File: config.mk
export PLATFORM = sky130hd
export DESIGN_NAME = add2_unpack_flat
export DESIGN_NICKNAME = d
export VERILOG_FILES = /design/src/rtl/add2_unpack_if.sv /design/src/rtl/add2_unpack.sv /design/src/flat_wrapper.sv
export SDC_FILE = /design/constraint.sdc
export NUM_CORES = 1
export LEC_CHECK = 0
export CORE_ASPECT_RATIO = 2
export CORE_MARGIN = 2
export CORE_UTILIZATION = 33
export DETAILED_ROUTE_END_ITERATION = 8
export GPL_TIMING_DRIVEN = 1
export MAX_ROUTING_LAYER = met4
export PLACE_DENSITY_LB_ADDON = 0.2
export SETUP_SLACK_MARGIN = 0.15
export SLEW_MARGIN = 10
export SYNTH_ARGS = -nofsm -noshare
export SYNTH_HDL_FRONTEND = slang
export SYNTH_SLANG_ARGS = --single-unit
File: constraint.sdc
create_clock -name clk -period 5.5 [get_ports clk]
set_input_delay 0.825 -clock clk [delete_from_list [all_inputs] [get_ports clk]]
set_output_delay 0.825 -clock clk [all_outputs]
set_load 0.005 [all_outputs]
File: src/rtl/add2_unpack_if.sv
// rtl/add2_unpack_if.sv - sum/diff input stream and recovered-operand output stream
interface add2_unpack_if #(
   parameter int DATA_W = 8
);
   logic              in_valid;
   logic              in_ready;
   logic [DATA_W:0]   in_sum;
   logic [DATA_W:0]   in_diff;
   logic              out_valid;
   logic              out_ready;
   logic [DATA_W-1:0] out_a;
   logic [DATA_W-1:0] out_b;
   logic              out_err;

   modport master (
      output in_valid, in_sum, in_diff, out_ready,
      input  in_ready, out_valid, out_a, out_b, out_err
   );

   modport slave (
      input  in_valid, in_sum, in_diff, out_ready,
      output in_ready, out_valid, out_a, out_b, out_err
   );
endinterface

File: src/rtl/add2_unpack.sv
// rtl/add2_unpack.sv - recover operand pairs (a, b) from (a+b, a-b) result pairs
// Defining ADD2_UNPACK_CHECK_EN adds the consistency check, out_err and err_count.
module add2_unpack #(
   parameter int DATA_W = 8,
   parameter int CNT_W  = 16
) (
   input  logic             clk,
   input  logic             rst_n,
   add2_unpack_if.slave     bus,
   input  logic             clr_stats,
   output logic [CNT_W-1:0] pair_count,
   output logic [CNT_W-1:0] err_count
);
   localparam logic [CNT_W-1:0] CNT_MAX = '1;

   logic              s1_valid_q, s1_valid_d;
   logic [DATA_W:0]   s1_sum_q;
   logic [DATA_W:0]   s1_diff_q;
   logic              s2_valid_q, s2_valid_d;
   logic [DATA_W-1:0] s2_a_q;
   logic [DATA_W-1:0] s2_b_q;
   logic [DATA_W-1:0] rec_a;
   logic [DATA_W-1:0] rec_b;
   logic [CNT_W-1:0]  pair_q, pair_d;
   logic              s2_can_load;
   logic              in_xfer;
   logic              out_xfer;

   assign s2_can_load  = !s2_valid_q || bus.out_ready;
   assign bus.in_ready = !s1_valid_q || s2_can_load;
   assign in_xfer      = bus.in_valid && bus.in_ready;
   assign out_xfer     = s2_valid_q && bus.out_ready;

   // sum+diff = 2a and sum-diff = 2b modulo 2^(W+1); the halving drops the carry-free lsb
   assign rec_a = DATA_W'((s1_sum_q + s1_diff_q) >> 1);
   assign rec_b = DATA_W'((s1_sum_q - s1_diff_q) >> 1);

   always_comb begin
      s1_valid_d = in_xfer || (s1_valid_q && !s2_can_load);
      s2_valid_d = s2_can_load ? s1_valid_q : s2_valid_q;
      pair_d     = pair_q;
      if (clr_stats) begin
         pair_d = '0;
      end else if (out_xfer && pair_q != CNT_MAX) begin
         pair_d = pair_q + 1'b1;
      end
   end

   always_ff @(posedge clk or negedge rst_n) begin
      if (!rst_n) begin
         s1_valid_q <= 1'b0;
         s1_sum_q   <= '0;
         s1_diff_q  <= '0;
         s2_valid_q <= 1'b0;
         s2_a_q     <= '0;
         s2_b_q     <= '0;
         pair_q     <= '0;
      end else begin
         s1_valid_q <= s1_valid_d;
         s2_valid_q <= s2_valid_d;
         pair_q     <= pair_d;
         if (in_xfer) begin
            s1_sum_q  <= bus.in_sum;
            s1_diff_q <= bus.in_diff;
         end
         if (s2_can_load && s1_valid_q) begin
            s2_a_q <= rec_a;
            s2_b_q <= rec_b;
         end
      end
   end

   assign bus.out_valid = s2_valid_q;
   assign bus.out_a     = s2_a_q;
   assign bus.out_b     = s2_b_q;
   assign pair_count    = pair_q;

`ifdef ADD2_UNPACK_CHECK_EN
   logic             err_d;
   logic             s2_err_q;
   logic [CNT_W-1:0] errc_q, errc_d;

   // Rebuild sum and diff from the recovered operands at full W+1 width
   always_comb begin
      err_d = (s1_sum_q[0] ^ s1_diff_q[0])
           || (({1'b0, rec_a} + {1'b0, rec_b}) != s1_sum_q)
           || (({1'b0, rec_a} - {1'b0, rec_b}) != s1_diff_q);
      errc_d = errc_q;
      if (clr_stats) begin
         errc_d = '0;
      end else if (out_xfer && s2_err_q && errc_q != CNT_MAX) begin
         errc_d = errc_q + 1'b1;
      end
   end

   always_ff @(posedge clk or negedge rst_n) begin
      if (!rst_n) begin
         s2_err_q <= 1'b0;
         errc_q   <= '0;
      end else begin
         errc_q <= errc_d;
         if (s2_can_load && s1_valid_q) begin
            s2_err_q <= err_d;
         end
      end
   end

   assign bus.out_err = s2_err_q;
   assign err_count   = errc_q;
`else
   assign bus.out_err = 1'b0;
   assign err_count   = '0;
`endif
endmodule

File: src/flat_wrapper.sv
// flat-port wrapper written by rule: the top's interface ports become plain ports
module add2_unpack_flat 
#(
   parameter int DATA_W = 8,
   parameter int CNT_W  = 16
)
  (clk, rst_n, clr_stats, pair_count, err_count, bus_in_valid, bus_in_sum, bus_in_diff, bus_out_ready, bus_in_ready, bus_out_valid, bus_out_a, bus_out_b, bus_out_err);
  add2_unpack_if #(.DATA_W(DATA_W)) bus_i ();
  input  logic clk;
  input  logic rst_n;
  input  logic clr_stats;
  output logic [CNT_W-1:0] pair_count;
  output logic [CNT_W-1:0] err_count;
  input wire logic [$bits(bus_i.in_valid)-1:0] bus_in_valid;
  input wire logic [$bits(bus_i.in_sum)-1:0] bus_in_sum;
  input wire logic [$bits(bus_i.in_diff)-1:0] bus_in_diff;
  input wire logic [$bits(bus_i.out_ready)-1:0] bus_out_ready;
  output wire logic [$bits(bus_i.in_ready)-1:0] bus_in_ready;
  output wire logic [$bits(bus_i.out_valid)-1:0] bus_out_valid;
  output wire logic [$bits(bus_i.out_a)-1:0] bus_out_a;
  output wire logic [$bits(bus_i.out_b)-1:0] bus_out_b;
  output wire logic [$bits(bus_i.out_err)-1:0] bus_out_err;
  assign bus_i.in_valid = bus_in_valid;
  assign bus_i.in_sum = bus_in_sum;
  assign bus_i.in_diff = bus_in_diff;
  assign bus_i.out_ready = bus_out_ready;
  assign bus_in_ready = bus_i.in_ready;
  assign bus_out_valid = bus_i.out_valid;
  assign bus_out_a = bus_i.out_a;
  assign bus_out_b = bus_i.out_b;
  assign bus_out_err = bus_i.out_err;
  add2_unpack #(.DATA_W(DATA_W), .CNT_W(CNT_W)) u_core (.clk(clk), .rst_n(rst_n), .bus(bus_i), .clr_stats(clr_stats), .pair_count(pair_count), .err_count(err_count));
endmodule
==> run summary, run 1 <==
outcome: completed
gp weighted congestion: 0.834
setup bufs post-CTS: 0
area leader, netlist: dfrtp_1
largest family of logic cells by synthesized area: simple AND/OR/NAND/NOR gates
Setup Crit Path Kind: in -> out
Cell Area, Synth: 3090 sq um
IO Port Bufs: 56
share of layout cells above drive strength 1: 10.6%
width of the die: 72.5 um
nets@finish: 398
PwrDens: 329 nW/um^2
most used routing layer: met2
Post-CTS Resized: 0
TritonRoute pass-1 iters: 4
number of global-route vias before repair: 2194
sum of negative setup slack: 0 ns
Post-synth top cells: dfrtp_1, nand2_1, nor2_1
vias after detailed routing: 2242
Post-synth EDFFs: 0
Worst EP arrival: 2.10 ns
antenna viol nets, final: 0
row cnt: 50
Area Overhead vs Synth: 22.7%
RSZ-0062 raised after global routing: false
Final Cell Area: 3800 sq um
Initial Util: 33.4%
top cells by area, synth: dfrtp_1, mux2_2, ha_1
worst relative slew slack: 45.5%
# DRC: 0
Reg clk slew, reported paths: 0.06 ns
Die Y: 141 um
final hold viol count: 0
CP max FO: 6
H-tree depth: 2
Yosys top cell area share: 42.1%
Synthesis Warnings: 0
GRT met2 Usage: 25.6%
worst-skew pair later-pin latency: 0.29 ns
Crit. End Element: primary output
Worst EP required: 4.68 ns
hold-fix buffers at CTS: 0
FF+latch count, synth: 52
DP HPWL: 5.10 mm
Post-synth top flop: dfrtp_1
leakage: 0.00165 uW
global routing usage on met3: 1.64%
fraction of the mapped netlist area in compound gates: 11.4%
share of synthesized flip-flops with an asynchronous set or reset: 100%
largest net degree at the start of global routing: 53
# IOs: 74
sequential cell area fraction in the yosys report: 42.1%
Synth Area in Simple Gates: 16.8%
Pins Over Slew Limit: 0
diode count: 0
core area: 9260 sq um
First DRT Iteration DRCs: 113
Total Power: 1250 uW
CTS root buffer: clkbuf_16
startpoint class of the critical path: input port
drt total wl: 6.36 mm
vias per std cell: 4.84
adder-cell share of the synthesized area: 7.36%
max cap viols: 0
Tmin final: 2.93 ns
fill cell count: 925
Avg Cell Area, Syn: 10.1 sq um
Max Clk Rate: 0.341 GHz
GRT Util Overall: 13.6%
Worst Hold Class: reg -> reg
most frequent cell after synthesis: dfrtp_1
post-synthesis xor/xnor area fraction: 5.66%
wire per inst: 13.7 um
gr ovfl total: 0
post-synthesis cell type count: 53
CTS Sinks: 52
Worst Skew: 0.00772 ns
Max Buffers Root-to-Sink: 2
CTS buffer count: 5
worst slew pin tran: 0.816 ns
Synth Instances: 306
Die Area: 10200 sq um
final period utilization: 53.2%
routing usage on met1: 13.2%
Finish-stage setup viols: 0
CTS tree: yes
placed cell areas: 3650 sq um
antenna violations before repair: 0
mux cell area share after synthesis: 8.17%
Worst IR Drop VDD: 0.000124 V
first-pass GRT wire length: 10.4 mm
[critical path: stages]
cell and delay (ns):
clkdlybuf4s50_1 0.57, nand3b_1 0.19, clkdlybuf4s50_1 0.52
[cell families (layout without fill, tap and decap cells)]
kind of cell,after synthesis,count (layout)
flops,52,52
simple gates,95,95
mux,23,23
xor+xnor,20,20
fa+ha+maj,17,17
compound gates,52,52
other cells,1,17
buf+inv,46,83
[flip-flops by register name (all words and copies together), names as in the netlist]
register	count
u_core.pair_count	16
u_core.s1_valid_q	1
u_core.bus.out_a	8
u_core.bus.out_valid	1
u_core.s1_diff_q	9
u_core.s1_sum_q	9
u_core.bus.out_b	8
[cell usage in the layout (no fill, tap or decap), drive strengths merged, types with 2 or more instances in the layout]
cell type	n
nor3	9
nand3	3
or3	3
mux2i	5
nand4	2
and4	2
clkdlybuf4s50	55
buf	2
o21ai	14
o31ai	4
nand2	28
inv	18
fa	2
nand3b	2
dfrtp	52
xnor2	11
o211ai	4
o21a	3
a31oi	2
a21oi	10
and2	4
o2111ai	4
nand2b	4
o311ai	2
clkbuf	7
nor2	27
conb	17
mux2	18
nor2b	3
and3	5
ha	15
xor2	9
[path summary, 6_finish.rpt]
check | from | end | slack, ns | cells past startpoint
max | bus_out_ready | bus_in_ready | 2.57 | 3
min | u_core.bus.out_b[1]$_DFFE_PN0P_ | u_core.bus.out_b[1]$_DFFE_PN0P_ | 0.49 | 2
max reg2reg | u_core.s1_diff_q[2]$_DFFE_PN0P_ | u_core.bus.out_a[5]$_DFFE_PN0P_ | 3.38 | 7
min reg2reg | u_core.bus.out_b[1]$_DFFE_PN0P_ | u_core.bus.out_b[1]$_DFFE_PN0P_ | 0.49 | 2
max in group asynchronous | rst_n | u_core.pair_count[12]$_DFFE_PN0P_ | 4.41 | 2
min in group asynchronous | rst_n | u_core.pair_count[9]$_DFFE_PN0P_ | 0.65 | 2
[layer usage]
layer | share of wire (%) | vias up
met3 | 2.7 | 7
met1 | 37 | 1067
met2 | 58 | 50
met4 | 2.2 | 0
li1 | - | 1118
met5 | 0 | -
[area by class of cell]
type	instances	area (sq um)	area share (%)
repair buffers	57	563	14.8
flip-flops and latches	52	1300	34.3
multi-input cells	224	1590	42.0
clock inverters	1	8.76	0.231
well taps	104	130	3.43
inverters	18	67.6	1.78
clock buffers	7	133	3.49
[power breakdown]
part	leakage, uW	switching, uW	internal [uW]
sequential	0.000647	54.9	458
clock	0.0000681	131	170
combinational	0.000937	195	240
[metrics by stage]
stage | instances | worst slack (ns) | utilization, % | hold slack (ns)
final | 463 | 2.57 | 41.0 | 0.488
after global routing | 463 | 2.50 | 41.0 | 0.523
after CTS | 463 | 2.57 | 41.0 | 0.488
after detailed placement | 455 | 2.55 | 39.5 | 0.473
after global placement | 455 | 2.57 | 39.5 | 0.471
after floorplan | 322 | 3.59 | - | 0.470
Note: power is estimated with default switching activity, not from simulation.
==> run 2, diff against run 1 <==
- clock period: 5.5 -> 2.5 ns (I/O delays scaled with it)
==> run 2 against run 1 <==
Clock skew down 0.00070 ns; non-clock buffer count up 2; critical path type is now reg -> reg; global-route usage up 1.0 points; first-iteration DRC count rose by 13%; design area is 0.99% higher; combinational power rose by 120%; largest cell class unchanged; clock power grew to 2.5 times the previous value; via count rose by 2.4%; cell count grew 0.43%; critical endpoint is now u_core.bus.out_a[5]$_DFFE_PN0P_; setup slack lost 2.2 ns.
==> run summary, run 2 (synthesis results as in run 1) <==
final hold viol count: 0
DP HPWL: 5.39 mm
hold-fix buffers at CTS: 0
worst relative slew slack: 58.6%
share of layout cells above drive strength 1: 11.4%
gp weighted congestion: 0.886
wire per inst: 14.6 um
CTS tree: yes
reg-to-reg setup timing slack: 0.36 ns
drt total wl: 6.77 mm
leakage: 0.00167 uW
Tmin final: 2.14 ns
Crit. End Element: flop
worst-skew pair later-pin latency: 0.29 ns
CTS Sinks: 52
Total Power: 2870 uW
number of global-route vias before repair: 2377
max reg flops: 16
width of the die: 72.5 um
number of buffers and inverters on the critical path: 1
kind of cell adding the most delay to the critical path: compound AO/OA/AOI/OAI gates
Worst EP required: 2.65 ns
final period utilization: 85.7%
core area: 9260 sq um
worst slew pin tran: 0.619 ns
crit-path max cell delay: 0.45 ns
row cnt: 50
Max Buffers Root-to-Sink: 2
slowest stage cell, crit path: a221oi_1
Area Overhead vs Synth: 23.9%
First DRT Iteration DRCs: 128
IO Port Bufs: 56
vias after detailed routing: 2295
Die Area: 10200 sq um
max cap viols: 0
startpoint class of the critical path: flop
Worst Skew: 0.00703 ns
Setup Crit Path Kind: reg -> reg
vias per std cell: 4.94
gr ovfl total: 0
Initial Util: 33.4%
CTS root buffer: clkbuf_16
Die Y: 141 um
first-pass GRT wire length: 11.4 mm
Post-CTS Resized: 0
antenna violations before repair: 0
antenna viol nets, final: 0
H-tree depth: 2
Finish-stage setup viols: 0
most common cell after layout, fill and taps aside: clkdlybuf4s50_1
outcome: completed
CTS buffer count: 5
TritonRoute pass-1 iters: 4
PwrDens: 748 nW/um^2
nets@finish: 400
# DRC: 0
CP max FO: 8
Worst EP arrival: 2.29 ns
commonest non-fill, non-tap cells in the layout: clkdlybuf4s50_1, dfrtp_1, nand2_1, nor2_1
# IOs: 74
GRT Util Overall: 14.6%
Reg clk slew, reported paths: 0.06 ns
largest net degree at the start of global routing: 24
worst-path cell chain: inv_1 > ha_1 > nand2b_1 > a221oi_1 > o21bai_1 > mux2i_1 > o311ai_0
Max Clk Rate: 0.467 GHz
diode count: 0
Worst IR Drop VDD: 0.000254 V
fill cell count: 910
Pins Over Slew Limit: 0
RSZ-0062 raised after global routing: false
setup bufs post-CTS: 0
Worst Hold Class: in -> async
sum of negative setup slack: 0 ns
[run 2: area by class of cell]
cell class / count / area (sq um) / share of cell area [%]
Clock buffer: 6 / 129 / 3.36
Clock inverter: 2 / 35.0 / 0.914
Inverter: 18 / 67.6 / 1.76
Multi-Input combinational cell: 224 / 1590 / 41.5
Sequential cell: 52 / 1300 / 33.9
Tap cell: 104 / 130 / 3.39
Timing Repair Buffer: 59 / 578 / 15.1
[run 2: power breakdown]
group | switching (uW) | total (uW) | leakage, uW | internal (uW)
sequential | 123 | 1130 | 0.000647 | 1010
clock | 296 | 767 | 0.0000808 | 471
combinational | 440 | 971 | 0.000946 | 531
total | 858 | 2870 | 0.00167 | 2010
[run 2: worst paths after layout]
path | depth (start not counted) | endpoint | startpoint
min in group clk | 2 | u_core.bus.out_a[2]$_DFFE_PN0P_ | u_core.bus.out_a[2]$_DFFE_PN0P_
max | 7 | u_core.bus.out_a[5]$_DFFE_PN0P_ | u_core.s1_diff_q[2]$_DFFE_PN0P_
min reg2reg | 2 | u_core.bus.out_a[2]$_DFFE_PN0P_ | u_core.bus.out_a[2]$_DFFE_PN0P_
max in group asynchronous | 2 | u_core.s1_sum_q[5]$_DFFE_PN0P_ | rst_n
max reg2reg | 7 | u_core.bus.out_a[5]$_DFFE_PN0P_ | u_core.s1_diff_q[2]$_DFFE_PN0P_
min | 1 | u_core.pair_count[10]$_DFFE_PN0P_ | rst_n
[run 2: layer usage]
metal	global-route usage [%]	wire (um)	part of all wire [%]
met5	-	0	0
met4	7.89	201	3.0
met3	1.93	187	2.8
met2	26.7	3920	58
met1	14.4	2460	36
[run 2: metrics by stage]
stage                     instances  instance area, sq um  setup WS (ns)  hold slack (ns)  util [%]
after CTS                       465                  3830          0.369           0.0640      41.4
after floorplan                 322                  3150          0.754           0.0794         -
final                           465                  3830          0.357           0.0484      41.4
after global placement          457                  3670          0.450            0.386      39.6
after global routing            465                  3830          0.255           0.0900      41.4
after detailed placement        457                  3670          0.397            0.379      39.6
